<file path="config.mk">
export PLATFORM = sky130hd
export DESIGN_NAME = gray2rgb_output
export DESIGN_NICKNAME = d
export VERILOG_FILES = /design/src/rtl/output_pkg.sv /design/src/rtl/pixel_fifo2.sv /design/src/rtl/gray2rgb_output.sv
export SDC_FILE = /design/constraint.sdc
export NUM_CORES = 1
export LEC_CHECK = 0
export CAP_MARGIN = 40
export CORE_UTILIZATION = 30
export DETAILED_ROUTE_END_ITERATION = 12
export HOLD_SLACK_MARGIN = 0.08
export SYNTH_ARGS = -nofsm -noshare
export SYNTH_HDL_FRONTEND = slang
export SYNTH_SLANG_ARGS = --single-unit
</file>
<file path="constraint.sdc">
create_clock -name clk -period 3.45 [get_ports clk]
set_input_delay 0.5175 -clock clk [delete_from_list [all_inputs] [get_ports clk]]
set_output_delay 0.5175 -clock clk [all_outputs]
set_load 0.05 [all_outputs]
</file>
<file path="src/rtl/output_pkg.sv">
// output_pkg: FSM states, mode codes, RGB pixel type and the grey/heat-map colour mapping
package output_pkg;
  typedef enum logic [1:0] {IDLE, STREAM, FLUSH, DONE} state_t;
  localparam logic MODE_GRAY = 1'b0;
  localparam logic MODE_HEAT = 1'b1;
  typedef struct packed {
    logic [7:0] r;
    logic [7:0] g;
    logic [7:0] b;
  } rgb_t;
  function automatic rgb_t map_pixel(input logic mode, input logic [7:0] y);
    logic [7:0] s;
    s = {y[6:0], 1'b0};
    return mode != MODE_HEAT ? rgb_t'{r: y, g: y, b: y} :
           y[7] ? rgb_t'{r: s, g: 8'hff - s, b: 8'h00} :
                  rgb_t'{r: 8'h00, g: s, b: 8'hff - s};
  endfunction
endpackage

</file>
<file path="src/rtl/pixel_fifo2.sv">
// pixel_fifo2: 2-entry registered buffer; in_data/in_valid/in_ready upstream, out_data/out_valid/out_ready downstream
module pixel_fifo2 #(
  parameter int WIDTH = 24
) (
  input  logic             clk,
  input  logic             rst,
  input  logic [WIDTH-1:0] in_data,
  input  logic             in_valid,
  output logic             in_ready,
  output logic [WIDTH-1:0] out_data,
  output logic             out_valid,
  input  logic             out_ready
);
  logic [WIDTH-1:0] tail;
  logic [1:0] count;
  logic push, pop;
  assign in_ready = count != 2'd2;
  assign out_valid = count != 2'd0;
  assign push = in_valid && in_ready;
  assign pop = out_valid && out_ready;
  always_ff @(posedge clk or posedge rst)
    if (rst) begin
      out_data <= '0;
      tail <= '0;
      count <= '0;
    end else begin
      if (push && (count == 2'd0 || (count == 2'd1 && pop))) out_data <= in_data;
      else if (pop && count == 2'd2) out_data <= tail;
      if (push && (count == 2'd2 || (count == 2'd1 && !pop))) tail <= in_data;
      count <= count + 2'(push) - 2'(pop);
    end
endmodule

</file>
<file path="src/rtl/gray2rgb_output.sv">
// gray2rgb_output: framed gray->RGB formatter; gray_i/valid_i/ready_o/done_i/mode_i in, red/green/blue_o/valid_o/ready_i/sof/eol/eof_o out, done_o/short_frame_o pulses
module gray2rgb_output
  import output_pkg::*;
#(
  parameter int IMG_WIDTH  = 640,
  parameter int IMG_HEIGHT = 480
) (
  input  logic       clk,
  input  logic       rst,
  input  logic [7:0] gray_i,
  input  logic       valid_i,
  output logic       ready_o,
  input  logic       done_i,
  input  logic       mode_i,
  output logic [7:0] red_o,
  output logic [7:0] green_o,
  output logic [7:0] blue_o,
  output logic       valid_o,
  input  logic       ready_i,
  output logic       sof_o,
  output logic       eol_o,
  output logic       eof_o,
  output logic       done_o,
  output logic       short_frame_o
);
  localparam int CW = IMG_WIDTH > 1 ? $clog2(IMG_WIDTH) : 1;
  localparam int RW = IMG_HEIGHT > 1 ? $clog2(IMG_HEIGHT) : 1;
  localparam int PIX = IMG_WIDTH * IMG_HEIGHT;
  localparam int NW = $clog2(PIX + 1);
  localparam logic [CW-1:0] COL_MAX = CW'(IMG_WIDTH - 1);
  localparam logic [RW-1:0] ROW_MAX = RW'(IMG_HEIGHT - 1);
  localparam logic [NW-1:0] PIX_N = NW'(PIX);
  state_t state, state_n;
  logic mode_q, short_n, short_q, fifo_ready, push, pop, eol, eof;
  logic [CW-1:0] col;
  logic [RW-1:0] row;
  logic [NW-1:0] in_cnt, in_next;
  rgb_t pix_in, pix_out;
  assign ready_o = fifo_ready && (state == IDLE || state == STREAM);
  assign push = valid_i && ready_o;
  assign pop = valid_o && ready_i;
  // the first pixel of a frame is mapped with the mode being latched alongside it
  assign pix_in = map_pixel(state == IDLE ? mode_i : mode_q, gray_i);
  assign in_next = in_cnt + NW'(push);
  assign eol = col == COL_MAX;
  assign eof = eol && row == ROW_MAX;
  assign {red_o, green_o, blue_o} = pix_out;
  assign sof_o = valid_o && col == '0 && row == '0;
  assign eol_o = valid_o && eol;
  assign eof_o = valid_o && eof;
  assign done_o = state == DONE;
  assign short_frame_o = short_q;
  pixel_fifo2 #(.WIDTH($bits(rgb_t))) u_fifo (
    .clk,
    .rst,
    .in_data(pix_in),
    .in_valid(push),
    .in_ready(fifo_ready),
    .out_data(pix_out),
    .out_valid(valid_o),
    .out_ready(ready_i)
  );
  always_ff @(posedge clk or posedge rst)
    if (rst) state <= IDLE;
    else state <= state_n;
  always_comb begin
    state_n = state;
    short_n = 1'b0;
    if (state == IDLE && push) state_n = STREAM;
    else if (state == STREAM && pop && eof) state_n = DONE;
    else if (state == STREAM && done_i && in_next < PIX_N) begin
      state_n = FLUSH;
      short_n = 1'b1;
    end
    else if (state == FLUSH && !valid_o) state_n = DONE;
    else if (state == DONE) state_n = IDLE;
  end
  always_ff @(posedge clk or posedge rst)
    if (rst) begin
      col <= '0;
      row <= '0;
      in_cnt <= '0;
      mode_q <= MODE_GRAY;
      short_q <= 1'b0;
    end else begin
      short_q <= short_n;
      if (state == IDLE && push) mode_q <= mode_i;
      if (state_n == DONE) begin
        col <= '0;
        row <= '0;
        in_cnt <= '0;
      end else begin
        if (pop) col <= eol ? '0 : col + 1'b1;
        if (pop && eol) row <= eof ? '0 : row + 1'b1;
        if (push && in_cnt != PIX_N) in_cnt <= in_next;
      end
    end
endmodule

</file>
==> results.py <==
metrics = {
    "critical_path": {
        "crit_type": "flip-flop to output port",
        "reg2reg_depth": 11,
        "critical_path.max_stage_delay_ns": 0.86,
        "crit_family": "buffers and inverters",
        "crit_cells": 6,
        "crit_path_frequent_cell": "nor4b_1",
        "critPathSlowestCell": "clkdlybuf4s50_1",
        "end_kind": "output port",
        "required_ns": 2.93,
        "cp.arrival_ns": 2.62,
        "cp_num_buf_inv": 2,
        "crit_path_max_fanout": 4,
        "cp_cell_sequence": "inv_1 > ha_1 > nor4b_1 > nand4_1 > nor4b_1 > clkdlybuf4s50_1",
        "startpoint_type": "flip-flop",
    },
    "clocking": {
        "clock_latency_ns": 0.34,
        "post_cts_buffers": 0,
        "h-tree-depth": 3,
        "clk_pin_slew_ns": 0.06,
        "cts_buffers": 9,
        "cts-hold-fix-buffers": 0,
        "cts_tree": "yes",
        "cts_resized": 0,
        "cts-root-buf": "clkbuf_16",
        "cts.sinks": 92,
        "clock_path_buffers": 2,
    },
    "route": {
        "drt-initial-drc-count": 238,
        "drc": 0,
        "routedWlPerCell_microns": 14.59,
        "totalWireLength_microns": 11260,
        "num_vias": 3857,
        "via_per_inst": 4.996,
        "first_pass_iters": 4,
        "ant_nets": 0,
    },
    "placed_design": {
        "place.gp.congestion": 0.8673,
        "io_buffers": 44,
        "hpwl_microns": 7810,
        "placed_area_sq_um": 5729,
        "dp_cells": 757,
    },
    "sta": {
        "min_period_ns": 3.142,
        "fmax_ghz": 0.3183,
        "hold_violations": 0,
        "finalSetupTns_ns": 0,
        "fin_skew_ns": 0.005845,
        "post-route-period-util_pct": 91.07,
        "rsz0062_at_grt": "no",
        "slew_viol_final": 0,
        "relSlewSlack_pct": 61.82,
        "worstMarginPinSlew_ns": 0.5708,
        "setup-violations-final": 0,
    },
    "synth": {
        "synth-xor-area-share_pct": 5.791,
        "synth_fa_ha_area_share_pct": 5.515,
        "synth_edf_count": 0,
        "yosys_warnings": 0,
        "synth_top_area_share_pct": 46.13,
        "synth_cell_type_count": 50,
        "avgSynthCellArea_sq_um": 9.844,
        "synth_top_cell_by_area": "dfrtp_1",
        "netlist_instances": 507,
        "ys_seq_area_share_pct": 46.13,
        "synth_mux_area_share_pct": 6.192,
        "synth_top_family_by_area": "simple AND/OR/NAND/NOR gates",
        "ys_ff_latch": 92,
        "synth-compound-area-share_pct": 10.58,
        "yosys_most_used_dff": "dfrtp_1",
        "async_flop_share_pct": 100.0,
        "yosys-top-cells-area": "dfrtp_1 (46%), ha_1 (5.5%), nor2_1 (5.5%)",
        "syn_nets": 543,
        "synthSimpleGateAreaFrac_pct": 21.96,
        "syn_area_sq_um": 4991,
    },
    "flow_run": {
        "cap_violations": 0,
    },
    "die": {
        "die_area_sq_um": 17160,
        "core_area_sq_um": 16060,
        "initial_core_util_pct": 31.08,
        "rows": 46,
        "die_y_microns": 131.0,
        "fp.dieW_microns": 131.0,
        "io_pins": 45,
    },
    "final_layout": {
        "final_cell_area_sq_um": 6018,
        "final_util_pct": 37.48,
        "instances_no_fill": 772,
        "layout_common_cells": "dfrtp_1 (92), nor2_1 (73), nand2_1 (52)",
        "area_growth_pct": 20.58,
        "num_antenna_cells": 0,
        "fin_nets": 588,
        "mostFrequentLayoutCell": "dfrtp_1",
        "drive_gt1_share_pct": 9.892,
    },
    "power_and_ir_drop": {
        "leakage_uw": 0.002760,
        "p_per_area_nw_per_um2": 749.4,
        "total_power_uw": 4510,
        "vdd_drop_max_mv": 0.4902,
    },
    "outcome": {
        "outcome": "finished clean",
    },
    "grt": {
        "grt_pass1_wl_microns": 19040,
        "grt_max_degree": 49,
        "antenna_found_initial": 0,
        "grt.total_usage_pct": 14.25,
        "overflow": 0,
        "grt_pass1_vias": 3737,
    },
    "min_path": {
        "hold_depth": 2,
        "hold_path.class": "flip-flop to flip-flop",
    },
}
-- area by class of cell --
type                    count  area, sq um
clock buffers              14        284.0
fillers                  1581        10040
well taps                 216        270.3
repair buffers             56        563.0
inverters                  23        87.58
multi-input cells         370         2506
flip-flops and latches     92         2302
clock inverters             1        5.005
-- worst register-to-register path: stages, from the launching register on --
cell      delay, ns
dfrtp_1        0.45
nand2b_1       0.15
nand3_2        0.17
inv_1          0.10
ha_1           0.18
ha_1           0.25
nand3_1        0.10
nor4_1         0.24
mux2_1         0.36
a311oi_1       0.37
nor3_4         0.10
o221ai_1       0.20
-- cell usage after synthesis, types with 3 or more instances --
library cell	number
nor3_1	5
nand2_2	4
and2_1	3
nor2_1	73
dfrtp_1	92
clkbuf_1	9
xnor2_1	7
a311oi_1	3
nand2_1	52
a21oi_1	8
nand3_1	26
o21ai_2	3
inv_1	23
nor4_1	5
ha_1	22
o21ai_0	24
mux2i_1	25
o21ai_1	3
mux2_2	3
and3_1	7
nor2b_1	3
a221o_1	21
xor2_1	26
nand4_1	10
nand3_2	5
buf_2	12
or4_1	3
-- worst paths after layout --
path | to | from | slack, ns
max in group asynchronous | row[5] | rst | 2.16
hold / removal | u_fifo.tail[9] | u_fifo.tail[9] | 0.48
min in group asynchronous | u_fifo.tail[11] | rst | 0.51
setup / recovery | sof_o | col[0] | 0.31
hold reg to reg | u_fifo.tail[9] | u_fifo.tail[9] | 0.48
setup reg to reg | state[1] | u_fifo.count[0] | 0.66
-- logic make-up (layout without fill, tap and decap cells) --
| family | count (synthesis) | after routing |
|---|---|---|
| buffers and inverters | 45 | 94 |
| adder cells (fa/ha/maj) | 22 | 22 |
| multiplexers | 30 | 30 |
| AND/OR/NAND/NOR | 214 | 214 |
| flip-flops | 92 | 92 |
| AO/OA/AOI/OAI | 71 | 71 |
| XOR/XNOR | 33 | 33 |
-- state kept, by name, indices dropped and copies added, names as in the netlist, 2 cells and up --
name             count
state                2
col                 10
u_fifo.count         2
in_cnt              19
u_fifo.tail         24
row                  9
u_fifo.out_data     24
-- routing by layer --
layer / vias up / part of all wire, % / track usage, %
met1: 1908 / 46 / 18.42
met4: 0 / 1.7 / 4.868
met2: 80 / 46 / 22.69
met3: 15 / 6.0 / 4.194
met5: - / 0 / 0
li1: 1854 / - / -
-- through the flow --
step / setup slack, ns / hold slack, ns
after global placement: 0.3598 / 0.4609
after CTS: 0.2923 / 0.4849
final: 0.3080 / 0.4840
after global routing: 0.1613 / 0.5048
after floorplan: 0.3980 / 0.4444
after detailed placement: 0.2386 / 0.4710
-- report_power, final --
group | total [uW] | internal (uW) | leakage [uW] | switching, uW
clock | 958 | 563 | 0.000145 | 395
combinational | 1920 | 723 | 0.00140 | 1200
sequential | 1630 | 1390 | 0.00121 | 238
total | 4510 | 2680 | 0.00276 | 1830
(Power assumes the default switching activity.)
